===== config.mk =====
export PLATFORM = sky130hd
export DESIGN_NAME = ip_tx_arbiter
export DESIGN_NICKNAME = d
export VERILOG_FILES = /design/src/rtl/ip_tx_arbiter.sv
export SDC_FILE = /design/constraint.sdc
export NUM_CORES = 1
export LEC_CHECK = 0
export ABC_AREA = 1
export BUFFER_PORTS_ARGS = -buffer_cell sky130_fd_sc_hd__buf_2
export CORE_UTILIZATION = 50
export CTS_CLUSTER_DIAMETER = 120
export DETAILED_ROUTE_END_ITERATION = 10
export GPL_TIMING_DRIVEN = 1
export PLACE_DENSITY = 0.85
export SLEW_MARGIN = 5
export SYNTH_ARGS = -nofsm -noshare
export SYNTH_HDL_FRONTEND = slang
export SYNTH_SLANG_ARGS = --single-unit

===== constraint.sdc =====
create_clock -name i_clk -period 2.7 [get_ports i_clk]
set_input_delay 0.135 -clock i_clk [delete_from_list [all_inputs] [get_ports i_clk]]
set_output_delay 0.135 -clock i_clk [all_outputs]
set_load 0.1 [all_outputs]

===== src/rtl/ip_tx_arbiter.sv =====
// ip_tx_arbiter: round-robin, whole-packet arbiter muxing the ICMP and UDP tx byte streams onto IP tx.
// Define ARB_TIMEOUT_EN to add a watchdog that revokes a grant whose owner never sends a first byte.
module ip_tx_arbiter #(
  parameter logic [7:0]  P_ICMP_TYPE = 8'd1,
  parameter logic [7:0]  P_UDP_TYPE  = 8'd17,
  parameter int unsigned P_GAP       = 2,
  parameter int unsigned P_TIMEOUT   = 1024
) (
  input  logic        i_clk,
  input  logic        i_rst,
  input  logic        i_icmp_req,
  output logic        o_icmp_grant,
  input  logic [7:0]  i_icmp_data,
  input  logic [15:0] i_icmp_len,
  input  logic        i_icmp_last,
  input  logic        i_icmp_valid,
  input  logic        i_udp_req,
  output logic        o_udp_grant,
  input  logic [7:0]  i_udp_data,
  input  logic [15:0] i_udp_len,
  input  logic        i_udp_last,
  input  logic        i_udp_valid,
  input  logic        i_ip_ready,
  output logic [7:0]  o_ip_data,
  output logic [15:0] o_ip_len,
  output logic [7:0]  o_ip_type,
  output logic        o_ip_last,
  output logic        o_ip_valid,
  output logic        o_drop,
  output logic        o_timeout,
  output logic        o_busy
);

  if (P_GAP == 0 || P_GAP > 255 || P_TIMEOUT == 0 || P_TIMEOUT > 65535) begin : g_param_check
    $error("ip_tx_arbiter: P_GAP or P_TIMEOUT out of range");
  end

  localparam logic [7:0] GAP_LAST = 8'(P_GAP - 1);

  typedef enum logic [1:0] {IDLE, GNT_ICMP, GNT_UDP, GAP} state_t;

  state_t      state, state_nxt;
  logic        last_udp, last_udp_nxt;
  logic        cur_udp, cur_udp_nxt;
  logic        got_first, got_first_nxt;
  logic [7:0]  gap_cnt, gap_cnt_nxt;
  logic [7:0]  type_nxt;
  logic        sel_req, sel_valid, sel_last;
  logic [7:0]  sel_data;
  logic [15:0] sel_len;
  logic        fwd_vld, drop_nxt;

  logic [7:0]  data_p1, type_p1;
  logic [15:0] len_p1;
  logic        vld_p1, last_p1, drop_p1;

`ifdef ARB_TIMEOUT_EN
  localparam logic [15:0] TMO_LIM = 16'(P_TIMEOUT);

  logic [15:0] tmo_cnt, tmo_cnt_nxt, tmo_inc;
  logic        tmo_fire, tmo_p1;

  function automatic logic [15:0] sat_inc16(input logic [15:0] v);
    return (v == 16'hFFFF) ? v : v + 16'd1;
  endfunction
`endif

  always_comb begin
    sel_req       = (state == GNT_UDP) ? i_udp_req   : i_icmp_req;
    sel_valid     = (state == GNT_UDP) ? i_udp_valid : i_icmp_valid;
    sel_last      = (state == GNT_UDP) ? i_udp_last  : i_icmp_last;
    sel_data      = (state == GNT_UDP) ? i_udp_data  : i_icmp_data;
    sel_len       = (state == GNT_UDP) ? i_udp_len   : i_icmp_len;
    drop_nxt      = (i_icmp_valid && state != GNT_ICMP) || (i_udp_valid && state != GNT_UDP);
    fwd_vld       = 1'b0;
    state_nxt     = state;
    last_udp_nxt  = last_udp;
    cur_udp_nxt   = cur_udp;
    got_first_nxt = got_first;
    gap_cnt_nxt   = '0;
    type_nxt      = type_p1;
`ifdef ARB_TIMEOUT_EN
    tmo_inc       = sat_inc16(tmo_cnt);
    tmo_cnt_nxt   = tmo_cnt;
    tmo_fire      = 1'b0;
`endif
    case (state)
      IDLE: begin
        if (i_ip_ready && (i_icmp_req || i_udp_req)) begin
          got_first_nxt = 1'b0;
`ifdef ARB_TIMEOUT_EN
          tmo_cnt_nxt   = '0;
`endif
          // On a tie the source not served last wins.
          if (i_icmp_req && (!i_udp_req || last_udp)) begin
            state_nxt   = GNT_ICMP;
            cur_udp_nxt = 1'b0;
            type_nxt    = P_ICMP_TYPE;
          end else begin
            state_nxt   = GNT_UDP;
            cur_udp_nxt = 1'b1;
            type_nxt    = P_UDP_TYPE;
          end
        end
      end
      GNT_ICMP, GNT_UDP: begin
        if (sel_valid) begin
          fwd_vld       = 1'b1;
          got_first_nxt = 1'b1;
          if (sel_last) state_nxt = GAP;
        end else if (!got_first) begin
          if (!sel_req) begin
            state_nxt = GAP;
          end
`ifdef ARB_TIMEOUT_EN
          else begin
            tmo_cnt_nxt = tmo_inc;
            if (tmo_inc >= TMO_LIM) begin
              state_nxt = GAP;
              tmo_fire  = 1'b1;
            end
          end
`endif
        end
      end
      GAP: begin
        if (gap_cnt == GAP_LAST) begin
          state_nxt    = IDLE;
          last_udp_nxt = cur_udp;
        end else begin
          gap_cnt_nxt  = gap_cnt + 8'd1;
        end
      end
      default: state_nxt = IDLE;
    endcase
  end

  always_ff @(posedge i_clk) begin
    if (i_rst) begin
      state     <= IDLE;
      last_udp  <= 1'b1;
      cur_udp   <= 1'b1;
      got_first <= 1'b0;
      gap_cnt   <= '0;
    end else begin
      state     <= state_nxt;
      last_udp  <= last_udp_nxt;
      cur_udp   <= cur_udp_nxt;
      got_first <= got_first_nxt;
      gap_cnt   <= gap_cnt_nxt;
    end
  end

  // Stage p1: registered output stream; reset truncates any packet in flight.
  always_ff @(posedge i_clk) begin
    if (i_rst) begin
      data_p1 <= '0;
      len_p1  <= '0;
      type_p1 <= '0;
      vld_p1  <= 1'b0;
      last_p1 <= 1'b0;
      drop_p1 <= 1'b0;
    end else begin
      if (fwd_vld) data_p1 <= sel_data;
      if (fwd_vld && !got_first) len_p1 <= sel_len;
      type_p1 <= type_nxt;
      vld_p1  <= fwd_vld;
      last_p1 <= fwd_vld && sel_last;
      drop_p1 <= drop_nxt;
    end
  end

`ifdef ARB_TIMEOUT_EN
  always_ff @(posedge i_clk) begin
    if (i_rst) begin
      tmo_cnt <= '0;
      tmo_p1  <= 1'b0;
    end else begin
      tmo_cnt <= tmo_cnt_nxt;
      tmo_p1  <= tmo_fire;
    end
  end

  assign o_timeout = tmo_p1;
`else
  assign o_timeout = 1'b0;
`endif

  assign o_icmp_grant = (state == GNT_ICMP);
  assign o_udp_grant  = (state == GNT_UDP);
  assign o_busy       = (state != IDLE);
  assign o_ip_data    = data_p1;
  assign o_ip_len     = len_p1;
  assign o_ip_type    = type_p1;
  assign o_ip_last    = last_p1;
  assign o_ip_valid   = vld_p1;
  assign o_drop       = drop_p1;

endmodule

# ---- Word-level counts from Yosys, hierarchy flattened
# Cells that the tools add are included.
dict set report totals {
  ff_bits 48
  input_bits 57
  output_inout_bits 39
  elab_cells 65
}
dict set report classes {
  addsub 1
  eq_ne 12
  n_mux 20
  bitwise_logic 1
  n_reduce_logical 20
}
# cell count
set op_table {}
lappend op_table {{two-way mux 16 bit} 1}
lappend op_table {{two-way mux 2 bit} 7}
lappend op_table {{inequality test 3 bit, second input constant} 3}
lappend op_table {{adder 8 x 1 -> 8 bit, second input constant} 1}
lappend op_table {{equality test 8 x 1 -> 1 bit, second input constant} 1}
lappend op_table {{two-way mux 1 bit} 8}
lappend op_table {{two-way mux 8 bit} 1}
lappend op_table {{inequality test 2 bit, second input constant} 4}
lappend op_table {{logical AND 1 bit} 6}
lappend op_table {{case mux 2 bit (3 select lines)} 1}
lappend op_table {{two-way mux 5 bit} 1}
lappend op_table {{AND reduction 5 bit} 1}
lappend op_table {{equality test 2 bit, second input constant} 2}
lappend op_table {{AND reduction 2 bit} 2}
lappend op_table {{nonzero test 2 bit} 2}
lappend op_table {{logical OR 1 bit} 3}
lappend op_table {{AND reduction 3 bit} 1}
lappend op_table {{OR reduction 3 bit} 1}
lappend op_table {{equality test 2 x 1 -> 1 bit, second input constant} 1}
lappend op_table {{logical NOT 1 bit} 2}
lappend op_table {{logical NOT 2 bit} 1}
lappend op_table {{inequality test 2 x 1 -> 1 bit, second input constant} 1}
lappend op_table {{case mux 1 bit (2 select lines)} 1}
lappend op_table {{OR reduction 2 bit} 1}
lappend op_table {{NOT 1 bit} 1}

# ---- Longest topological paths before layout
# Gate-level depths: netlist (run 1).
dict set report logic_depth {
  depth_word 6
  depth_mapped 13
  ltp_nobuf 11
}

# ---- Least setup slack after synthesis (run 1)
# Ideal clock, no wire load.
dict set report synth_path {
  path_kind {flip-flop to flip-flop}
  startpoint {reg state[0]}
  endpoint {reg len_p1[13] (netlist: o_ip_len[13])}
  setup_ps 75
  arrival_ps 2159
  required_time_ps 2625
  setup_slack_ps 466
  stages_incl_launch_ff 11
  path_buffers 2
  period_less_slack_ps 2234
  path_cell_list {dfxtp_1 > inv_1 > ha_1 > buf_6 > nand2_2 > nand2_1 > nand2_2 > nor2_4 > buf_6 > o21ai_0 > a31oi_1}
}
dict set report synth_via {
  elab_chain_len 5
  elab_cells_between_ends 8
  classes_between {eq/ne: 2; mux: 4; reduce/logical: 2}
}
# element line
set synth_rtl {}
lappend synth_rtl {{start: declaration} 42} ;# state_t state, state_nxt;
lappend synth_rtl {{start signal: assignment} 146} ;# state <= state_nxt;
lappend synth_rtl {{equality test 2 bit (*)} --}
lappend synth_rtl {{via o_udp_grant} 18} ;# output logic o_udp_grant,
lappend synth_rtl {{two-way mux 1 bit} 70} ;# sel_valid = (state == GNT_UDP) ? i_udp_valid : i_icmp_valid;
lappend synth_rtl {{two-way mux 1 bit} 107} ;# if (sel_valid) begin
lappend synth_rtl {{two-way mux 1 bit} 87} ;# case (state)
lappend synth_rtl {{logical AND 1 bit} 165} ;# if (fwd_vld && !got_first) len_p1 <= sel_len;
lappend synth_rtl {{end signal: assignment} 165}
lappend synth_rtl {{end: declaration} 54} ;# logic [15:0] len_p1;
# The timed path passes the listed nets; every way through them passes the cells marked *.
# A chain may end at the register's enable or synchronous reset.

# ---- Worst setup path after layout (run 1)
dict set report layout_path {
  startpoint {reg state[0]}
  endpoint {reg len_p1[14] (netlist: o_ip_len[14])}
}
dict set report layout_via {
  elab_chain_len 5
  elab_cells_between_ends 8
  classes_between {eq/ne: 2; mux: 4; reduce/logical: 2}
}
# element line
set layout_rtl {}
lappend layout_rtl {{equality test 2 bit} {70, 73, 87}}
lappend layout_rtl {{two-way mux 1 bit} 70}
lappend layout_rtl {{two-way mux 1 bit} 107}
lappend layout_rtl {{two-way mux 1 bit} 87}
lappend layout_rtl {{logical AND 1 bit} 165}
# Parallel ways exist; a longest one is shown, timed or not.

==> reports/results.md, run 1 <==
Run status
- run status: finished clean

CTS
- CTS Hold Buffers Added: 0
- Post-CTS Resized: 0
- maximum buffer depth of the clock tree: 2
- clock insertion delay at the later pin of the skew report: 0.29 ns
- Clock Pin Slew Worst Setup and Hold Paths: 0.08 ns
- clock tree from TritonCTS: built
- buffer count from post-CTS setup fixing: 0
- # clock sinks: 42
- Clock H-tree levels: 2
- number of clock buffers inserted by TritonCTS: 5
- clock root buffer: clkbuf_8

Global routing
- overall fraction of global-route tracks in use: 0.2277
- first-pass GRT wire length: 7541 um
- maximum number of pins on one net before global-route repair: 33
- global route total overflow: 0
- number of global-route vias before repair: 1797
- number of antenna violations at the first check in global routing: 0

Floorplan
- Die X-Extent: 65.65 um
- die outline area: 4310 um2
- Starting Density: 0.5372
- core footprint: 3771 um2
- Rows: 22
- die height: 65.65 um
- boundary pin count: 96

Timing
- post-layout min period: 2.166 ns
- setup total negative slack: 0 ns
- RSZ-0062 raised after global routing: no
- highest clock rate: 461.8 MHz
- setup skew after layout: 0.004112 ns
- pin slew with the least headroom to its limit: 0.5912 ns
- final setup violation count: 0
- Final Max Slew Viols: 0
- count of endpoints failing hold in the final timing report: 0
- worst max-slew margin expressed relative to the limit: 0.6049
- final worst path period share: 0.8021

Cells and area
- synthesis-to-layout area growth: 23.59%
- share of cells above drive strength 1: 0.2944
- Register Area: 840.8 um2
- number of nets in the layout: 423
- fraction of the core area covered by cells at the end of the flow: 0.6639
- number of antenna cells inserted: 0
- number of fillers in the final layout: 339
- area taken by multi-input logic gates: 982.2 um2

Synth
- Synth area leaders: dfxtp_1 (42%), nand2_1 (14%), a31oi_1 (7.4%), o21ai_0 (4.7%), nor2_1 (4.4%)
- flop and latch count out of synthesis: 42
- area share of the leading cell type in the synthesized netlist: 0.4151
- synthesized area per cell: 7.313 um2
- library cells used by synthesis: 30
- portion of the post-synthesis area used by sequential elements: 0.4151
- Post-synth EDFFs: 0
- number of warning messages in the yosys log: 0
- most frequent cells after synthesis: nand2_1 (77), dfxtp_1 (42), a31oi_1 (24), nor2_1 (24), inv_1 (20)
- library cell with the highest instance count after synthesis: nand2_1
- Mapped Area: 2026 um2
- largest area contributor in the netlist: dfxtp_1
- dominant register cell in the synthesized netlist: dfxtp_1
- synthesized instance count: 277
- async set-reset flop share out of synthesis: 0

Route
- DRC viols: 0
- antenna viol nets, final: 0
- initial drt markers: 108
- final wirelength: 4543 um
- drt via density: 5.012
- Wirelength per Cell: 11.13 um
- first-pass iteration count of the detailed router: 4
- via count: 2045

Job
- max-capacitance violation count: 0

Critical path
- critical path launch point type: register
- crit path kind: register to register
- Setup crit end kind: register
- required time worst endpoint: 2.92 ns
- largest fanout on the critical path: 32
- Critical Path AT: 2.38 ns

Placement
- hpwl dp: 3372 um
- gp weighted congestion: 0.9055
- input/output buffers: 88

Min path
- type of the tightest min-delay check: input port to register

through the flow:
| step | worst slack [ns] | area [um2] | cells | hold slack [ns] |
|---|---|---|---|---|
| after floorplan | 0.4665 | 2048 | 283 | 0.2041 |
| after global placement | 0.6436 | 2424 | 401 | 0.3920 |
| after detailed placement | 0.5038 | 2424 | 401 | 0.3961 |
| after CTS | 0.5023 | 2504 | 408 | 0.09121 |
| after global routing | 0.2967 | 2504 | 408 | 0.1006 |
| final | 0.5344 | 2504 | 408 | 0.09848 |
kinds of logic (layout without fill, tap and decap cells):
logic type,Yosys count,in the layout,share of synthesized area
and+or+nand+nor,121,121,0.2458
AOI/OAI and AO/OA,64,64,0.1847
DFF,42,42,0.4151
buffers and inverters,42,119,0.1112
adders and majority gates,6,6,0.03706
other,1,7,0.001851
xor gates and xnor gates,1,1,0.004324
placed cells by master, fill, tap and decap left out, types with 6 or more instances in the layout:
| cell | count |
|---|---|
| o21ai_1 | 11 |
| nor2_1 | 24 |
| conb_1 | 7 |
| inv_1 | 20 |
| nand3_1 | 9 |
| o21ai_0 | 19 |
| dfxtp_1 | 42 |
| buf_2 | 88 |
| a31oi_1 | 24 |
| nand2_1 | 77 |
| ha_1 | 6 |
layout make-up:
cell class / instances / area share
Timing Repair Buffer: 90 / 0.1819
Clock buffer: 6 / 0.02899
Clock inverter: 1 / 0.002999
Multi-Input combinational cell: 199 / 0.3923
Sequential cell: 42 / 0.3358
Inverter: 22 / 0.03398
Tap cell: 48 / 0.02399
state kept, by name (all words and copies together) (netlist names):
name	flops
o_ip_type	2
state	2
got_first	1
o_ip_len	16
gap_cnt	8
last_udp	1
o_ip_valid	1
o_ip_data	8
o_ip_last	1
o_drop	1
cur_udp	1
layer usage:
layer | track usage | vias up | wire length, um
li1 | - | 1063 | -
met1 | 0.2788 | 900 | 2019
met2 | 0.3839 | 74 | 2180
met3 | 0.04514 | 8 | 275
met4 | 0.09511 | 0 | 68
met5 | 0 | - | 0
worst max-delay path: stages, from the launching register on:
cell,delay [ns]
dfxtp_1,0.34
inv_1,0.09
ha_1,0.21
buf_4,0.32
nand2_2,0.14
nand2_1,0.11
nand2_2,0.09
nor2_4,0.47
o21ai_0,0.15
a31oi_1,0.16
final timing paths:
check	startpoint	endpoint	slack (ns)	depth (start not counted)
min	i_icmp_data[5]	o_ip_data[5]	0.1	3
max reg2reg	state[0]	o_ip_len[14]	0.53	9
min reg2reg	last_udp	last_udp	0.46	2
max	state[0]	o_ip_len[14]	0.53	9
Power of run 1 is not shown: default switching activity piles up to over one toggle a cycle in this logic, so the estimate is an artifact.
==> run 2, diff against run 1 <==
Settings changed: ABC_AREA 1 to 0, CORE_UTILIZATION 50 to 41, PLACE_DENSITY 0.85 to 0.75.
Clock period 2.7 ns to 1.77 ns, I/O delays scaled along.
==> run 2 against run 1 <==
  * The flow now finishes with violations (setup timing)
  * Clock-buffer cell count is the same
  * Wire length shrank 3.0%
  * Flip-flop and latch count is the same
  * Cell count shrank 12%
  * Die area grew 19%
  * Synthesized cell count shrank 24%
  * Global-route usage shrank 5.1 points
  * Maximum frequency grew 12%
  * Clock skew grew 0.0019 ns
  * Non-clock buffer count grew 13
  * Via count shrank 13%
  * Critical endpoint is now state[1]
  * Highest routed layer unchanged
==> reports/results.md, run 2 <==
Timing
- highest clock rate: 516.3 MHz, was 461.8 MHz
- Worst Hold Margin: 0.07988 ns, was 0.09848 ns
- final setup violation count: 3, was 0
- post-layout min period: 1.937 ns, was 2.166 ns
- RSZ-0062 raised after global routing: yes, was no
- count of endpoints failing hold in the final timing report: 0, unchanged
- final worst path period share: 1.094, was 0.8021
- setup skew after layout: 0.006061 ns, was 0.004112 ns
- worst path setup slack after routing: -0.1670 ns, was 0.5344 ns
- Final Max Slew Viols: 0, unchanged

Placement
- post-detailed-placement cell area: 2571 um2, was 2424 um2
- input/output buffers: 88, unchanged
- gp weighted congestion: 0.8266, was 0.9055
- post-placement cell count: 350, was 401
- worst setup slack before clock tree synthesis: -0.1153 ns, was 0.5038 ns
- hpwl dp: 3292 um, was 3372 um

Global routing
- global route total overflow: 0, unchanged
- number of global-route vias before repair: 1609, was 1797
- maximum number of pins on one net before global-route repair: 31, was 33
- first-pass GRT wire length: 7058 um, was 7541 um
- met1 Resource Use GR: 0.2105, was 0.2788
- met3 track utilization from global routing: 0.04360, was 0.04514
- global routing met2 resource utilization: 0.2966, was 0.3839
- number of antenna violations at the first check in global routing: 0, unchanged
- overall fraction of global-route tracks in use: 0.1769, was 0.2277
- peak-usage layer in the global routing report: met2, unchanged

Cells and area
- synthesis-to-layout area growth: 36.60%, was 23.59%
- number of nets in the layout: 370, was 423
- highest-count cells in the layout ignoring fill and taps: buf_2 (86), dfxtp_1 (40), nor2_1 (39), was buf_2 (88), nand2_1 (77), dfxtp_1 (42)
- number of flip-flops in the largest register: 16, unchanged
- number of standard cells in the final layout excluding fillers: 360, was 408
- total non-filler cell area in the finished layout: 2718 um2, was 2504 um2
- share of cells above drive strength 1: 0.4221, was 0.2944
- number of antenna cells inserted: 0, unchanged
- most common cell after layout, fill and taps aside: buf_2, unchanged

Synth
- Mapped Area: 1989 um2, was 2026 um2
- library cells used by synthesis: 34, was 30
- flop and latch count out of synthesis: 42, unchanged
- Synth area leaders: dfxtp_1 (42%), mux2i_1 (14%), a211oi_1 (10%), nor2_1 (7.7%), ha_1 (3.8%), was dfxtp_1 (42%), nand2_1 (14%), a31oi_1 (7.4%), o21ai_0 (4.7%), nor2_1 (4.4%)
- portion of the post-synthesis area used by sequential elements: 0.4226, was 0.4151
- synthesized instance count: 210, was 277
- largest area contributor in the netlist: dfxtp_1, unchanged
- number of warning messages in the yosys log: 0, unchanged
- library cell with the highest instance count after synthesis: dfxtp_1, was nand2_1
- synthesized area per cell: 9.473 um2, was 7.313 um2
- dominant register cell in the synthesized netlist: dfxtp_1, unchanged
- most frequent cells after synthesis: dfxtp_1 (42), nor2_1 (41), a211oi_1 (27), mux2i_1 (27), was nand2_1 (77), dfxtp_1 (42), a31oi_1 (24), nor2_1 (24), inv_1 (20)
- async set-reset flop share out of synthesis: 0, unchanged
- Post-synth EDFFs: 0, unchanged
- area share of the leading cell type in the synthesized netlist: 0.4226, was 0.4151

Route
- DRC viols: 0, unchanged
- final wirelength: 4405 um, was 4543 um
- via count: 1788, was 2045
- Wirelength per Cell: 12.24 um, was 11.13 um
- antenna viol nets, final: 0, unchanged
- first-pass iteration count of the detailed router: 4, unchanged
- drt via density: 4.967, was 5.012
- initial drt markers: 53, was 108

CTS
- maximum buffer depth of the clock tree: 2, unchanged
- clock root buffer: clkbuf_8, unchanged
- Clock H-tree levels: 2, unchanged
- clock insertion delay at the later pin of the skew report: 0.29 ns, about the same
- Clock Pin Slew Worst Setup and Hold Paths: 0.08 ns, about the same
- clock tree from TritonCTS: built, unchanged
- # clock sinks: 42, unchanged
- number of clock buffers inserted by TritonCTS: 5, unchanged

Floorplan
- Starting Density: 0.4417, was 0.5372
- die outline area: 5134 um2, was 4310 um2
- die height: 71.66 um, was 65.65 um
- Die X-Extent: 71.66 um, was 65.65 um
- core footprint: 4504 um2, was 3771 um2
- Rows: 24, was 22
- boundary pin count: 96, unchanged

Power and ir drop
- Int Pwr: 2.397 mW
- worst-case vdd ir drop: 1.401 mV
- net switching component of the power: 3.256 mW
- part of the total power dissipated in sequential elements: 0.236
- proportion of power drawn by combinational gates: 0.657
- sw frac: 0.5760
- power density over the cells: 2080 nW/um2
- Clk network pwr share: 0.107
- Power, Total: 5.653 mW
- Lkg Pwr: 1.204 nW

Critical path
- required time worst endpoint: 1.96 ns, was 2.92 ns
- critical path launch point type: register, unchanged
- endpoint of the worst register-to-register path: state[1], was o_ip_len[14]
- largest fanout on the critical path: 3, was 32
- crit path kind: register to register, unchanged
- register-to-register setup slack: -0.17 ns, was 0.53 ns
- critical register-to-register path startpoint: gap_cnt[1], was state[0]
- number of cells traversed by the worst register-to-register path: 6, was 9
- Setup crit end kind: register, unchanged
- Critical Path AT: 2.13 ns, was 2.38 ns

Min path
- launch point of the worst hold path: i_udp_valid, was i_icmp_data[5]
- destination of the worst hold path: o_drop, was o_ip_data[5]
- type of the tightest min-delay check: input port to register, unchanged
- Hold Path Cell Cnt: 3, unchanged

Run status
- violations in the final reports: setup timing
- run status: complete, but fails checks, was finished clean

Job
- max-capacitance violation count: 0, unchanged

==> run 2: cell types whose count changed after synthesis, moves of 11 or more <==
cell,previous run,this run
a211oi_1,0,27
a31oi_1,24,0
inv_1,20,5
mux2i_1,0,27
nand2_1,77,1
nor2_1,24,41
o21ai_0,19,3
o21ai_1,11,0
==> run 2: kinds of logic (layout without fill, tap and decap cells) <==
kind of cell               Yosys count  in the layout  share of synthesized area
AOI/OAI and AO/OA                   37             37                     0.1428
xor gates and xnor gates             6              6                    0.02641
adders and majority gates            6              6                    0.03773
buffers and inverters               24            116                    0.06164
DFF                                 42             42                     0.4226
muxes                               29             29                     0.1472
other                                1              7                   0.001885
and+or+nand+nor                     65             65                     0.1598
==> run 2: metrics by stage <==
step                TNS [ns]  utilization
global placement    -0.07909       0.5708
finish               -0.1929       0.6033
floorplan            -0.2075            -
detailed placement   -0.1768       0.5708
CTS                  -0.3275       0.5911
global route          -3.063       0.6033
==> run 2: layout make-up <==
class | count | area (um2)
Sequential cell | 42 | 843.3
Timing Repair Buffer | 103 | 586.8
Tap cell | 52 | 65.06
Multi-Input combinational cell | 150 | 1114
Clock buffer | 6 | 72.57
Fill cell | 400 | 1787
Clock inverter | 2 | 13.76
Inverter | 5 | 22.52
==> run 2: power by group through the flow <==
stage	registers [mW]	clock network [mW]	logic, mW
finish	1.33	0.606	3.72
global route	1.36	0.666	3.91
CTS	1.33	0.629	3.64
detailed placement	1.35	0	3.62
global placement	1.34	0	3.60
floorplan	2.93	0	1.43
==> run 2: worst max-delay path by stage <==
stage | from | endpoint | slack [ns] | depth (start not counted)
final | gap_cnt[1] | state[1] | -0.17 | 6
after global routing | gap_cnt[0] | state[1] | -0.22 | 5
after CTS | gap_cnt[1] | state[1] | -0.13 | 6
after detailed placement | gap_cnt[0] | state[1] | -0.12 | 5
after global placement | gap_cnt[1] | state[1] | -0.08 | 6
after floorplan | state[0] | state[1] | -0.14 | 6
==> run 2: routing by layer <==
| layer | vias up | wire length, um |
|---|---|---|
| met3 | 8 | 266 |
| li1 | 919 | - |
| met1 | 794 | 1928 |
| met5 | - | 0 |
| met4 | 0 | 102 |
| met2 | 67 | 2108 |
==> run 2: critical path, stage by stage (launching register included) <==
cell     delay, ns
dfxtp_2       0.33
inv_2         0.05
ha_4          0.10
or4b_4        0.47
o41ai_4       0.30
and4_4        0.29
mux2_4        0.29
==> run 2: timing repair <==
item,in CTS,in global routing
setup endpoints to repair,10,35
hold buffers,0,0
buffers inserted,0,2
pin swaps,1,5
gates resized for setup,2,11
hold endpoints to repair,0,0
Power figures use the tool's default switching activity.
